File: src/rtl/sad_window_bank.sv
// sad_window_bank: reference window bank plus frame bank for the SAD datapath.
// The frame bank fills one column per beat, then slides one column per beat
// along a FRAME_COLS-wide search row. It pulses RowEnd at the last position
// and inserts a one-cycle turnaround bubble before the next row fill.
// All state changes on the falling edge of Clk.
// Optional build macro SAD_BANK_CLEAR_EN adds a synchronous Clear input.
// Clear zeroes both banks and returns the sequencer to FILL.
module sad_window_bank #(
  parameter int DATA_W     = 32,
  parameter int ROWS       = 4,
  parameter int COLS       = 4,
  parameter int FRAME_COLS = 16,
  localparam int ELEMS     = ROWS * COLS,
  localparam int CP_W      = (FRAME_COLS > 1) ? $clog2(FRAME_COLS) : 1
) (
  input  logic                      Clk,
  input  logic                      Reset_n,
`ifdef SAD_BANK_CLEAR_EN
  input  logic                      Clear,
`endif
  input  logic                      CmdValid,
  output logic                      CmdReady,
  input  logic [1:0]                Cmd,
  input  logic [ELEMS*DATA_W-1:0]   WrData,
  input  logic [ROWS*DATA_W-1:0]    ColData,
  output logic [ELEMS*DATA_W-1:0]   WinData,
  output logic [ELEMS*DATA_W-1:0]   FrameData,
  output logic                      WinValid,
  output logic                      FrameValid,
  output logic                      SadValid,
  output logic [CP_W-1:0]           ColPos,
  output logic                      RowEnd
);

  localparam int FC_W = (COLS > 1) ? $clog2(COLS) : 1;
  localparam logic [FC_W-1:0] FILL_LAST = FC_W'(COLS - 1);
  localparam logic [CP_W-1:0] POS_LAST  = CP_W'(FRAME_COLS - COLS);

  typedef enum logic [1:0] {
    ST_FILL  = 2'd0,
    ST_SLIDE = 2'd1,
    ST_EOR   = 2'd2
  } state_t;

  typedef enum logic [1:0] {
    CMD_NOP   = 2'b00,
    CMD_WIN   = 2'b01,
    CMD_FRAME = 2'b10,
    CMD_COL   = 2'b11
  } cmd_t;

  state_t                    state_q, state_d;
  logic [FC_W-1:0]           fill_q, fill_d;
  logic [CP_W-1:0]           pos_q, pos_d, pos_inc;
  logic                      win_valid_q, win_valid_d;
  logic                      frame_valid_q, frame_valid_d;
  logic                      row_end_q, row_end_d;
  logic [ELEMS*DATA_W-1:0]   win_q, frame_q, frame_shift;
  logic                      clr;
  logic                      accept;
  cmd_t                      cmd;

`ifdef SAD_BANK_CLEAR_EN
  assign clr = Clear;
`else
  assign clr = 1'b0;
`endif

  // The turnaround bubble is the only cycle in which commands are refused.
  assign CmdReady = (state_q != ST_EOR);
  assign accept   = CmdValid & CmdReady;
  assign cmd      = cmd_t'(Cmd);
  assign pos_inc  = pos_q + 1'b1;

  // Frame bank after one column beat: every column moves left, ColData enters on the right.
  always_comb begin
    frame_shift = frame_q;
    for (int r = 0; r < ROWS; r++) begin
      for (int c = 0; c < COLS; c++) begin
        if (c < COLS - 1)
          frame_shift[(r*COLS+c)*DATA_W +: DATA_W] = frame_q[(r*COLS+c+1)*DATA_W +: DATA_W];
        else
          frame_shift[(r*COLS+c)*DATA_W +: DATA_W] = ColData[r*DATA_W +: DATA_W];
      end
    end
  end

  // Next-state and flag logic for the fill / slide / end-of-row sequencer.
  always_comb begin
    // NOTE: every variable gets a default before any branch, so no path can
    // leave one unassigned and infer a latch.
    state_d       = state_q;
    fill_d        = fill_q;
    pos_d         = pos_q;
    win_valid_d   = win_valid_q;
    frame_valid_d = frame_valid_q;
    row_end_d     = 1'b0;

    if (clr) begin
      state_d       = ST_FILL;
      fill_d        = '0;
      pos_d         = '0;
      win_valid_d   = 1'b0;
      frame_valid_d = 1'b0;
    end else if (state_q == ST_EOR) begin
      // Bubble cycle: retire the row and start filling the next one.
      state_d       = ST_FILL;
      frame_valid_d = 1'b0;
      pos_d         = '0;
      fill_d        = '0;
    end else if (accept) begin
      case (cmd)
        CMD_WIN: win_valid_d = 1'b1;
        CMD_FRAME: begin
          frame_valid_d = 1'b1;
          pos_d         = '0;
          fill_d        = '0;
          state_d       = ST_SLIDE;
        end
        CMD_COL: begin
          if (state_q == ST_FILL) begin
            if (fill_q == FILL_LAST) begin
              frame_valid_d = 1'b1;
              fill_d        = '0;
              pos_d         = '0;
              // A row exactly one block wide ends on the very beat that fills it.
              if (FRAME_COLS == COLS) begin
                row_end_d = 1'b1;
                state_d   = ST_EOR;
              end else begin
                state_d   = ST_SLIDE;
              end
            end else begin
              fill_d = fill_q + 1'b1;
            end
          end else begin
            pos_d = pos_inc;
            if (pos_inc == POS_LAST) begin
              row_end_d = 1'b1;
              state_d   = ST_EOR;
            end
          end
        end
        default: ;
      endcase
    end
  end

  // Sequencer state and status flags.
  always_ff @(negedge Clk or negedge Reset_n) begin
    if (!Reset_n) begin
      state_q       <= ST_FILL;
      fill_q        <= '0;
      pos_q         <= '0;
      win_valid_q   <= 1'b0;
      frame_valid_q <= 1'b0;
      row_end_q     <= 1'b0;
    end else begin
      // NOTE: non-blocking assignments so every register samples the values
      // from before this edge, independent of statement order.
      state_q       <= state_d;
      fill_q        <= fill_d;
      pos_q         <= pos_d;
      win_valid_q   <= win_valid_d;
      frame_valid_q <= frame_valid_d;
      row_end_q     <= row_end_d;
    end
  end

  // Window and frame bank storage.
  always_ff @(negedge Clk or negedge Reset_n) begin
    if (!Reset_n) begin
      // NOTE: the banks are reset because zero contents after reset are part
      // of the block's visible behaviour, not merely an initial value.
      win_q   <= '0;
      frame_q <= '0;
    end else if (clr) begin
      win_q   <= '0;
      frame_q <= '0;
    end else if (accept) begin
      case (cmd)
        CMD_WIN:   win_q   <= WrData;
        CMD_FRAME: frame_q <= WrData;
        CMD_COL:   frame_q <= frame_shift;
        default: ;
      endcase
    end
  end

  assign WinData    = win_q;
  assign FrameData  = frame_q;
  assign WinValid   = win_valid_q;
  assign FrameValid = frame_valid_q;
  assign SadValid   = win_valid_q & frame_valid_q;
  assign ColPos     = pos_q;
  assign RowEnd     = row_end_q;

endmodule
File: config.mk
export PLATFORM = sky130hd
export DESIGN_NAME = sad_window_bank
export DESIGN_NICKNAME = d
export VERILOG_FILES = /design/src/rtl/sad_window_bank.sv
export SDC_FILE = /design/constraint.sdc
export NUM_CORES = 2
export LEC_CHECK = 0
export ABC_AREA = 1
export CORE_AREA = 2 2 653 655
export DETAILED_ROUTE_END_ITERATION = 12
export DIE_AREA = 0 0 655 657
export SYNTH_ARGS = -nofsm -noshare
export SYNTH_HDL_FRONTEND = slang
export SYNTH_SLANG_ARGS = --single-unit
File: constraint.sdc
create_clock -name Clk -period 2.19 [get_ports Clk]
set_clock_uncertainty 0.1 [all_clocks]
set_input_delay 0.219 -clock Clk [delete_from_list [all_inputs] [get_ports Clk]]
set_output_delay 0.219 -clock Clk [all_outputs]
set_load 0.02 [all_outputs]
==> flow_metrics.tcl <==
set metrics [dict create \
    antenna_found_initial 334 \
    grt-ovfl-total 0 \
    postRouteAntennaNets 0 \
    tightest_slew_ns 0.519 \
    ctsHoldBuffers 0 \
    first_iter_violations 4154 \
    dieArea_um2 430000 \
    ys_seq_area_share_pct 59.8 \
    numPortBuffers 1677 \
    final_core_util_pct 20.7 \
    dp_hpwl_um 334000 \
    start_util_pct 10.2 \
    syn2layout_area_growth_pct 102 \
    htree_num_levels 4 \
    final_layout_size_suffix_gt1_share_pct 33.9 \
    critPathTopFamily "flip-flops" \
    met1_length_um 146000 \
    status "finished, violations left" \
    wl_met2_um 180000 \
    avgSynthCellArea_um2 8.62 \
    rsz0062_at_grt "yes" \
    synth_area_leaders "dfrtn_1 (60%), nor2_1 (7.8%), nand2_1 (6.9%), o21ai_1 (6.4%), inv_1 (4.5%)" \
    reg2reg_to "FrameData[185]" \
    combPwrFrac_pct 34.4 \
    whs_ns 0.267 \
    path_buf_inv 1 \
    grt_max_degree 64 \
    p_per_area_nw_per_um2 873 \
    setup_viol 1588 \
    hold_viol 0 \
    path_max_fanout 3 \
    cts_tree "yes" \
    criticalPathCategory "flop to output port" \
    crit_path_max_incr_delay_ns 0.62 \
    design.core.area_um2 423000 \
    final_nets 8559 \
    switching_share_pct 34.9 \
    endpoint_kind "output port" \
    r2r_start "state_q[0]" \
    wl_per_cell_um 28.6 \
    wl_met3_um 47600 \
    syn_nets 5673 \
    timing.final.ws_setup_ns -0.846 \
    die_w_um 655 \
    synth_top_area_cell "dfrtn_1" \
    track_usage_pct 17.3 \
    required_ns 1.87 \
    p_switching_w 0.0267 \
    ff2ff_path_depth 14 \
    num_rows 239 \
    crit_chain "buf_12" \
    cts_sinks 1035 \
    synth_seq_cells 1035 \
    die_y_um 657 \
    cts_made_buffers 145 \
    setup-tns-final_ns -683.52 \
    viasPerCell 3.55 \
    clockBufferDepth 4 \
    drcViolationCount 0 \
    topRoutingLayerUsed "met5" \
    layout_commonest_cell "buf_4" \
    yosysWarnings 0 \
    pwr-share-clk_pct 32.1 \
    rrSetupSlack_ns -0.16 \
    drt_wl_total_um 394000 \
    vdd_drop_max_uv 621 \
    p_leak_nw 40.3 \
    drv_cap 0 \
    grt_pass1_wl_um 486000 \
    yosysUniqueCellTypes 23 \
    vias 48900 \
    violations "negative setup slack" \
    path_clk_slew_ns 0.05 \
    worstPathArrival_ns 2.72 \
    drt_pass1_iterations 6 \
    root_buffer "clkbuf_16" \
    critPathLaunchType "flop" \
    hold_path.class "input port to asynchronous set/reset pin" \
    fillers 46500 \
    grt_pass1_vias 45600 \
    dp_slack_ns -1.72 \
    worstSkewPairLatency_ns 0.83 \
    cp_slowest_cell "dfrtn_1" \
    p_int_w 0.0498 \
    syn_inst 5025 \
    relSlewSlack_pct 65.4 \
    io_pins 1678 \
    yosysTopAreaCellShare_pct 59.8 \
    drv_slew 0 \
    place.gp.congestion 0.966 \
    final_cell_mix "buf_4 (1239), dfrtn_1 (1035), nor2_1 (897)" \
    syn_area_um2 43300 \
    p_seq_share_pct 33.5 \
]
power by group through the flow:
stage | Sequential (W) | Clock (W) | Combinational [W]
floorplan | 0.0280 | 0 | 0.00396
global placement | 0.0255 | 0 | 0.0236
detailed placement | 0.0255 | 0 | 0.0237
CTS | 0.0255 | 0.0253 | 0.0252
global route | 0.0258 | 0.0259 | 0.0277
finish | 0.0256 | 0.0246 | 0.0263
state kept, by name (all words and copies together), names as in the netlist:
register    cells
ColPos          4
state_q         2
WinData       512
FrameData     512
WinValid        1
FrameValid      1
fill_q          2
RowEnd          1
metal layers:
metal / vias to the layer above / GRT usage [%]
met5: - / 0
met4: 176 / 6.96
met3: 893 / 8.80
met2: 2489 / 27.9
met1: 23300 / 19.2
li1: 22100 / -
synthesized netlist by cell type:
master and instances:
a21oi_1 383, a31oi_1 129, buf_1 4, buf_2 191
buf_4 27, buf_6 14, clkbuf_1 103, dfrtn_1 1035
ha_1 3, inv_1 524, inv_2 3, nand2_1 795
nand2_4 1, nand3_1 9, nand3_2 1, nand4_1 1
nor2_1 899, nor2_2 1, nor2_4 1, o21a_1 1
o21ai_0 344, o21ai_1 555, o22ai_1 1
cell families (layout without fill, tap and decap cells):
family	after synthesis	in the layout	synth area share, %
fa+ha+maj	3	3	0.0867
simple gates	1708	1708	14.9
buf+inv	866	3853	8.53
flops	1035	1035	59.8
compound gates	1413	1413	16.7
other cells	0	81	0
stage by stage:
stage	cells	instance area [um^2]	total power, W
2_1_floorplan	5025	44400	0.0320
3_3_place_gp	12900	76500	0.0491
3_5_place_dp	12900	76500	0.0492
4_1_cts	13400	84000	0.0759
5_1_grt	13700	87400	0.0794
6_report	13800	87500	0.0765
what timing repair did:
action	CTS	global route
buffers inserted	215	261
pin swaps	2	5
setup endpoints to repair	2044	1561
resized for setup	3004	231
cloned	4	21
layout make-up:
class,count,area (um^2),area share (%)
diodes,81,203,0.232
clock buffers,189,4130,4.72
clock inverters,59,639,0.730
inverters,527,2010,2.29
multi-input cells,3124,13900,15.9
flip-flops and latches,1035,25900,29.6
well taps,5663,7090,8.09
repair buffers,3077,33600,38.4
repair inverters,1,11.3,0.0129
worst max path at each step:
stage | end | cells after the start | slack (ns) | startpoint
global placement | FrameData[383] | 10 | -1.72 | Cmd[1]
detailed placement | FrameData[383] | 10 | -1.72 | Cmd[1]
floorplan | FrameData[48] | 7 | -0.14 | CmdValid
CTS | FrameData[57] | 1 | -0.99 | FrameData[57]
global route | FrameData[57] | 1 | -0.96 | FrameData[57]
finish | FrameData[57] | 1 | -0.85 | FrameData[57]
Note: power is estimated with default switching activity, not from simulation.
